**src/rtl/parse_unit.sv**
```systemverilog
`default_nettype none
// ============================================================================
// parse_unit : stage-1 parse; buffers fetch bundles, issues one field-split
//              instruction per cycle.
// Revision   : 1.0
// ============================================================================
module parse_unit #(
    parameter int DEPTH    = 4,
    parameter int ADDR_W   = 2,
    parameter int SKIP_NOP = 1
) (
    input  logic              clock_i,
    input  logic              reset_i,
    input  logic              flushBack_i,
    input  logic              enable_i,
    input  logic [15:0]       pc_i,
    input  logic [59:0]       data_i,
    input  logic              stall_i,
    output logic              enable_o,
    output logic [15:0]       pc_o,
    output logic              slot_o,
    output logic              format_o,
    output logic              branch_o,
    output logic [6:0]        opcode_o,
    output logic [4:0]        primReg_o,
    output logic [4:0]        secReg_o,
    output logic [15:0]       imm_o,
    output logic [ADDR_W:0]   count_o,
    output logic              overflow_o
);

    localparam logic [0:0]      SLOT_A  = 1'b0;
    localparam logic [0:0]      SLOT_B  = 1'b1;
    localparam logic [ADDR_W:0] c_DEPTH = (ADDR_W + 1)'(DEPTH);

    logic [15:0]       r_mem_pc   [DEPTH];
    logic [59:0]       r_mem_data [DEPTH];
    logic [ADDR_W-1:0] r_rd_ptr;
    logic [ADDR_W-1:0] r_wr_ptr;
    logic [ADDR_W:0]   r_count;
    logic [0:0]        r_state;

    logic [29:0] w_head_a;
    logic [29:0] w_head_b;
    logic [29:0] w_instr;
    logic        w_empty;
    logic        w_full;
    logic        w_issue;
    logic        w_skip_b;
    logic        w_pop;
    logic        w_push;
    logic        w_drop;

    assign w_head_a = r_mem_data[r_rd_ptr][59:30];
    assign w_head_b = r_mem_data[r_rd_ptr][29:0];
    assign w_instr  = (r_state == SLOT_A) ? w_head_a : w_head_b;
    assign w_empty  = (r_count == '0);
    assign w_full   = (r_count == c_DEPTH);

    // Issue only when running; flush wins over stall, reset wins over both.
    assign w_issue  = reset_i & ~flushBack_i & ~stall_i & ~w_empty;
    assign w_skip_b = (SKIP_NOP != 0) && (w_head_b == 30'd0);
    assign w_pop    = w_issue & ((r_state == SLOT_B) | w_skip_b);
    // A pop on a full FIFO frees the slot for this edge's push.
    assign w_push   = reset_i & enable_i & ~flushBack_i & (~w_full | w_pop);
    assign w_drop   = reset_i & enable_i & ~flushBack_i & w_full & ~w_pop;

    always_ff @(posedge clock_i) begin
        if (w_push) begin
            r_mem_pc[r_wr_ptr]   <= pc_i;
            r_mem_data[r_wr_ptr] <= data_i;
        end
    end

    always_ff @(posedge clock_i) begin
        if (!reset_i || flushBack_i) begin
            r_rd_ptr <= '0;
            r_wr_ptr <= '0;
            r_count  <= '0;
            r_state  <= SLOT_A;
        end else begin
            if (w_push) begin
                r_wr_ptr <= r_wr_ptr + ADDR_W'(1);
            end
            if (w_pop) begin
                r_rd_ptr <= r_rd_ptr + ADDR_W'(1);
            end
            case ({w_push, w_pop})
                2'b10:   r_count <= r_count + (ADDR_W + 1)'(1);
                2'b01:   r_count <= r_count - (ADDR_W + 1)'(1);
                default: r_count <= r_count;
            endcase
            if (w_issue) begin
                r_state <= (r_state == SLOT_A && !w_skip_b) ? SLOT_B : SLOT_A;
            end
        end
    end

    always_ff @(posedge clock_i) begin
        if (!reset_i) begin
            enable_o  <= 1'b0;
            pc_o      <= '0;
            slot_o    <= 1'b0;
            format_o  <= 1'b0;
            branch_o  <= 1'b0;
            opcode_o  <= '0;
            primReg_o <= '0;
            secReg_o  <= '0;
            imm_o     <= '0;
        end else if (flushBack_i) begin
            enable_o <= 1'b0;
        end else if (!stall_i) begin
            if (!w_empty) begin
                enable_o  <= 1'b1;
                pc_o      <= r_mem_pc[r_rd_ptr];
                slot_o    <= (r_state == SLOT_B);
                format_o  <= w_instr[29];
                branch_o  <= w_instr[28];
                opcode_o  <= w_instr[27:21];
                primReg_o <= w_instr[20:16];
                // Reg-imm carries an immediate; reg-reg carries a second source.
                secReg_o  <= w_instr[29] ? 5'd0 : w_instr[15:11];
                imm_o     <= w_instr[29] ? w_instr[15:0] : 16'd0;
            end else begin
                enable_o <= 1'b0;
            end
        end
    end

    always_ff @(posedge clock_i) begin
        if (!reset_i) begin
            overflow_o <= 1'b0;
        end else if (w_drop) begin
            overflow_o <= 1'b1;
        end
    end

    assign count_o = r_count;

endmodule
`default_nettype wire

```
**config.mk**
```make
export PLATFORM = sky130hd
export DESIGN_NAME = parse_unit
export DESIGN_NICKNAME = d
export VERILOG_FILES = /design/src/rtl/parse_unit.sv
export SDC_FILE = /design/constraint.sdc
export NUM_CORES = 1
export LEC_CHECK = 0
export CAP_MARGIN = 0
export CORE_MARGIN = 2
export CORE_UTILIZATION = 45
export DETAILED_ROUTE_END_ITERATION = 8
export PLACE_DENSITY = 0.75
export SLEW_MARGIN = 15
export SYNTH_ARGS = -nofsm -noshare
export SYNTH_HDL_FRONTEND = slang
export SYNTH_SLANG_ARGS = --single-unit
```
**constraint.sdc**
```tcl
create_clock -name clock_i -period 13.9 [get_ports clock_i]
set_input_delay 2.085 -clock clock_i [delete_from_list [all_inputs] [get_ports clock_i]]
set_output_delay 2.085 -clock clock_i [all_outputs]
set_load 0.01 [all_outputs]
```
Word-level counts from Yosys, hierarchy flattened. Memory sizes are Yosys's and may differ from the RTL's. A register that Yosys moved wholly into a read port is not among the register bits. Index checks and enable logic that the tools add are counted.

Flip-flop bits (word level): 46. Bits in latches: 0. Bits in writable memories: 304. Memory bits (read-only): 0. Output and inout port bits: 57. Memories: 2.

Add/sub/neg operators: 4. Multiply operators: 0. Divide/modulo/power cells: 0. $lt $le $gt $ge: 0. Equality and inequality tests: 3. Shift operators: 0. Mux-type cells: 10. Bitwise logic cells: 18. Reductions and logical operators: 10.

Memory list: r_mem_data (depth 4, width 60, rd ports 1, clocked after memory_dff 1, wr ports 1, RTL line 37) `logic [59:0] r_mem_data [DEPTH];`; r_mem_pc (depth 4, width 16, rd ports 1, clocked after memory_dff 1, wr ports 1, RTL line 36) `logic [15:0] r_mem_pc [DEPTH];`.

Operators with widths (number): 30-bit zero test (1); 30-bit two-way mux (1); 16-bit two-way mux (1); 1-bit AND (9); 1-bit NOT (7); 3-bit one-hot mux with 2 select lines (1); 5-bit two-way mux (1); 2-bit by 1-bit adder with 2-bit output, second input constant (2); 1-bit two-way mux (4); 2-bit two-way mux (2); 3-bit by 1-bit adder with 3-bit output, second input constant (1); 3-bit equality test, second input constant (1); 1-bit zero test (3); 3-bit zero test (1); 3-bit AND reduction (1); 3-bit by 1-bit subtractor with 3-bit output, second input constant (1); 2-bit by 1-bit equality test with 1-bit output, second input constant (1); 2-bit equality test, second input constant (1); 1-bit bitwise OR (2); 2-bit nonzero test (1); 2-bit OR reduction (1); 1-bit logical AND (1); 1-bit logical OR (1).

Longest topological paths before layout.
Depth after elaboration: 9. Gate-level depth with buffers: 11. Depth with buffers taken out: 9.

Worst setup path before layout. No wires, ideal clock.

Path type: input port to flip-flop. From: in stall_i. To: mem r_mem_data[0][0] (enable). Data arrival time: 10.166 ns. Required time: 13.201 ns. Slack: 3.036 ns. Cell stages on the path: 4. Buffers on the path: 0. Cells stage by stage: nor3_1 -> nand4_1 -> o31a_1 -> nor4_1.

Longest elaborated chain between the ends: 8.

RTL lines: start, declared (RTL line 18) `input logic stall_i,`; 1-bit NOT (no source line); 1-bit AND (2 in series) (RTL line 61) `assign w_issue = reset_i & ~flushBack_i & ~stall_i & ~w_empty;`; 1-bit AND (RTL line 63) `assign w_pop = w_issue & ((r_state == SLOT_B) | w_skip_b);`; 1-bit bitwise OR (RTL line 65) `assign w_push = reset_i & enable_i & ~flushBack_i & (~w_full | w_pop);`; 1-bit AND (RTL line 65); 1-bit two-way mux (RTL line 69) `if (w_push) begin`; 1-bit two-way mux (implied by the code) (RTL line 71) `r_mem_data[r_wr_ptr] <= data_i;`; end, declared (RTL line 37).

Every way passes these cells.

Worst setup path after layout.
From: in flushBack_i. To: mem r_mem_data[2][43] (enable).

Longest elaborated chain between the ends: 9. Elaborated cells between the ends (all ways): 10. Those cells by class: 2 x mux; 8 x bitwise.

RTL lines: start, declared (RTL line 14) `input logic flushBack_i,`; 1-bit NOT (no source line) (*); 1-bit AND (3 in series) (RTL line 61); 1-bit AND (RTL line 63); 1-bit bitwise OR (RTL line 65); 1-bit AND (*) (RTL line 65); 1-bit two-way mux (*) (RTL line 69); 1-bit two-way mux (implied by the code) (*) (RTL line 71).

Mark *: on every way between the ends. The rest lies on a longest branch, timed or not.

==> flow_summary.json <==
{
  "ys_seq_area_share_pct": 73.99,
  "synthTopCellsByArea": "edfxtp_1 65%, mux4_2 10%, dfxtp_1 9.1%",
  "cp_slowest_stage_delay_ns": 0.78,
  "grt_pass1_vias": 7338,
  "path_class": "in2reg",
  "slowest_stage": "buf_4",
  "use_met2_pct": 29.00,
  "die_area_um2": 32700,
  "synth_edf_count": 304,
  "syn_to_final_growth_pct": 21.55,
  "die_h_um": 180.8,
  "status": "finished clean",
  "layout_common_cells": "304 x edfxtp_1, 136 x clkdlybuf4s50_1, 65 x nand2_1",
  "path_cells": "clkdlybuf4s50_1 -> nor3_2 -> buf_4 -> nand4_1 -> o31a_1 -> nor4_2 -> buf_4",
  "drt-wirelength-per-cell_um": 21.56,
  "antenna_found_initial": 0,
  "cts_buffers": 39,
  "hold_violations": 0,
  "ioPinCount": 138,
  "netlist-cell-type-count": 42,
  "crit_top_cell": "buf_4",
  "clock_power_share_pct": 44.4,
  "die_w_um": 180.8,
  "synth_area_um2": 14070,
  "powerDensity_nw_per_um2": 135.2,
  "cts.clk_slew.worst_paths_ns": 0.06,
  "finalCriticalPeriod_ns": 5.109,
  "setup_violations": 0,
  "totalWireLength_mm": 28.29,
  "setup-tns-final_ns": 0,
  "port_buffers": 137,
  "ant_nets": 0,
  "crit_path_end_kind": "flop",
  "viasPerCell": 5.470,
  "cts_resized": 0,
  "hold_class": "reg2reg",
  "clkLatencyLatePin_ns": 0.52,
  "min_period_over_period_pct": 36.75,
  "finalMaxSlewViolations": 0,
  "relSlewSlack_pct": 28.03,
  "cts_tree": "done",
  "synth_ff_type": "edfxtp_1",
  "drc": 0,
  "grt_max_degree": 66,
  "h-tree-depth": 2,
  "ctsLongestPathBuffers": 3,
  "ctsHoldBuffers": 0,
  "hpwl_mm": 17.03,
  "finClkSkew_ns": 0.01625,
  "p_leak_nw": 5.453,
  "clock-root-buffer": "clkbuf_16",
  "hp-start": "secReg_o[0]$_SDFFE_PN0P_",
  "crit_fanout": 65,
  "rsz0062_at_grt": "no",
  "use_met1_pct": 24.02,
  "power.internal_mw": 1.870,
  "vdd_drop_max_mv": 0.1133,
  "worstSetupStartpointType": "input pin",
  "top_usage_layer": "met2",
  "synth_area_leader_cell": "edfxtp_1",
  "switching_power_mw": 0.4426,
  "worst_pin_slew_ns": 1.080,
  "max_cap_viol_count": 0,
  "synth-seq-cells": 368,
  "start_util_pct": 45.88,
  "diodes": 0,
  "syn_inst": 738,
  "numClockSinks": 368,
  "syn-num-nets": 824,
  "firstDrtPassIters": 5,
  "std_cell_rows": 64,
  "avgSynthCellArea_um2": 19.06,
  "first_iter_violations": 636,
  "grt.met3_usage_pct": 2.802,
  "ys_warn_count": 0,
  "overflow": 0,
  "post_cts_buffers": 0,
  "nFillCells": 2311,
  "final_common_cell": "edfxtp_1",
  "max_freq_mhz": 195.7,
  "num_vias": 7177,
  "drive_above_1_share_pct": 17.03,
  "p_sw_share_pct": 19.14,
  "dpl.cell_count": 1241,
  "sequentialPowerShare_pct": 52.3,
  "grt_pass1_wl_mm": 43.73,
  "p_comb_share_pct": 3.3,
  "gp_congestion": 0.7719,
  "synthArstFlopShare_pct": 0,
  "crit_arrival_ns": 5.24,
  "nets": 972,
  "startpoint": "flushBack_i",
  "synth_top_area_share_pct": 64.88,
  "grt_use_total_pct": 17.39,
  "coreArea_um2": 30670,
  "worstPathRequired_ns": 14.03,
  "final_cells": 1312
}
cell families (layout without fill, tap and decap cells):
family	count (synthesis)	after routing	share of synthesized area, %
muxes	111	111	15.03
AOI/OAI and AO/OA	67	67	3.602
DFF	368	368	73.99
adders and majority gates	5	5	0.4980
xor gates and xnor gates	1	1	0.06226
buffers and inverters	54	232	2.170
and+or+nand+nor	132	132	4.651
routing by layer:
layer  share of wire [%]  vias up
met5                   0        -
met4                 1.6        0
met3                 5.2       35
met2                  50      221
met1                  43     3675
li1                    -     3246
path summary, 6_finish.rpt:
kind	slack, ns	to	cells past startpoint
worst max-delay path	8.79	r_mem_data[2][43]$_DFFE_PP_	7
worst min-delay path	0.46	secReg_o[0]$_SDFFE_PN0P_	2
worst max register to register	9.25	r_mem_data[2][43]$_DFFE_PP_	7
worst min register to register	0.46	secReg_o[0]$_SDFFE_PN0P_	2
critical path, delay by kind of cell:
family / cells / cell delay, ns
AOI/OAI and AO/OA: 1 / 0.47
buffers and inverters: 3 / 1.83
and+or+nand+nor: 3 / 0.73
power groups by stage:
stage | logic (mW) | registers (mW) | clock network, mW
floorplan | 0.0258 | 1.24 | 0
global placement | 0.0743 | 1.23 | 0
detailed placement | 0.0764 | 1.23 | 0
CTS | 0.0768 | 1.21 | 1.05
global route | 0.0818 | 1.21 | 1.09
finish | 0.0758 | 1.21 | 1.03
per-stage QoR:
| stage | worst slack, ns | hold WS [ns] | total power [mW] | area [um^2] | utilization (%) |
|---|---|---|---|---|---|
| floorplan | 3.036 | 0.4841 | 1.261 | 14070 | - |
| CTS | 8.785 | 0.4677 | 2.331 | 17100 | 55.76 |
| finish | 8.791 | 0.4637 | 2.312 | 17100 | 55.76 |
| global route | 8.482 | 0.4862 | 2.386 | 17100 | 55.76 |
| detailed placement | 8.331 | 0.4617 | 1.309 | 15810 | 51.55 |
| global placement | 8.372 | 0.4568 | 1.306 | 15810 | 51.55 |
cells in the mapped netlist, types with 2 or more instances:
master / number
or3_1: 3
nor2_1: 8
nor4_1: 9
nor2b_1: 13
dfxtp_1: 64
mux4_2: 64
o31a_1: 2
clkbuf_1: 23
a21boi_0: 27
buf_1: 8
mux2i_1: 29
nand3_1: 6
inv_1: 10
nor3_1: 13
nor4_2: 3
mux4_1: 12
o21ai_0: 4
edfxtp_1: 304
nand3b_1: 6
buf_2: 3
buf_6: 2
o211a_1: 14
nand2_1: 65
buf_8: 2
mux2_2: 5
a21oi_1: 15
nand4_1: 3
clkbuf_8: 4
ha_1: 4
flip-flops by register name, indices dropped and copies added, names as in the netlist, 2 cells and up, named ones only:
register,flops
r_mem_pc,64
primReg_o,5
count_o,3
imm_o,16
pc_o,16
r_mem_data,240
r_wr_ptr,2
secReg_o,5
opcode_o,7
r_rd_ptr,2
area by class of cell:
cell class / instances / area, um^2 / share of cell area [%]
flip-flops and latches: 368 / 10420 / 60.92
multi-input cells: 316 / 3390 / 19.82
repair buffers: 151 / 1471 / 8.604
clock buffers: 56 / 1101 / 6.438
well taps: 396 / 495.5 / 2.897
clock inverters: 15 / 188.9 / 1.105
inverters: 10 / 37.54 / 0.2195
(Power assumes the default switching activity.)
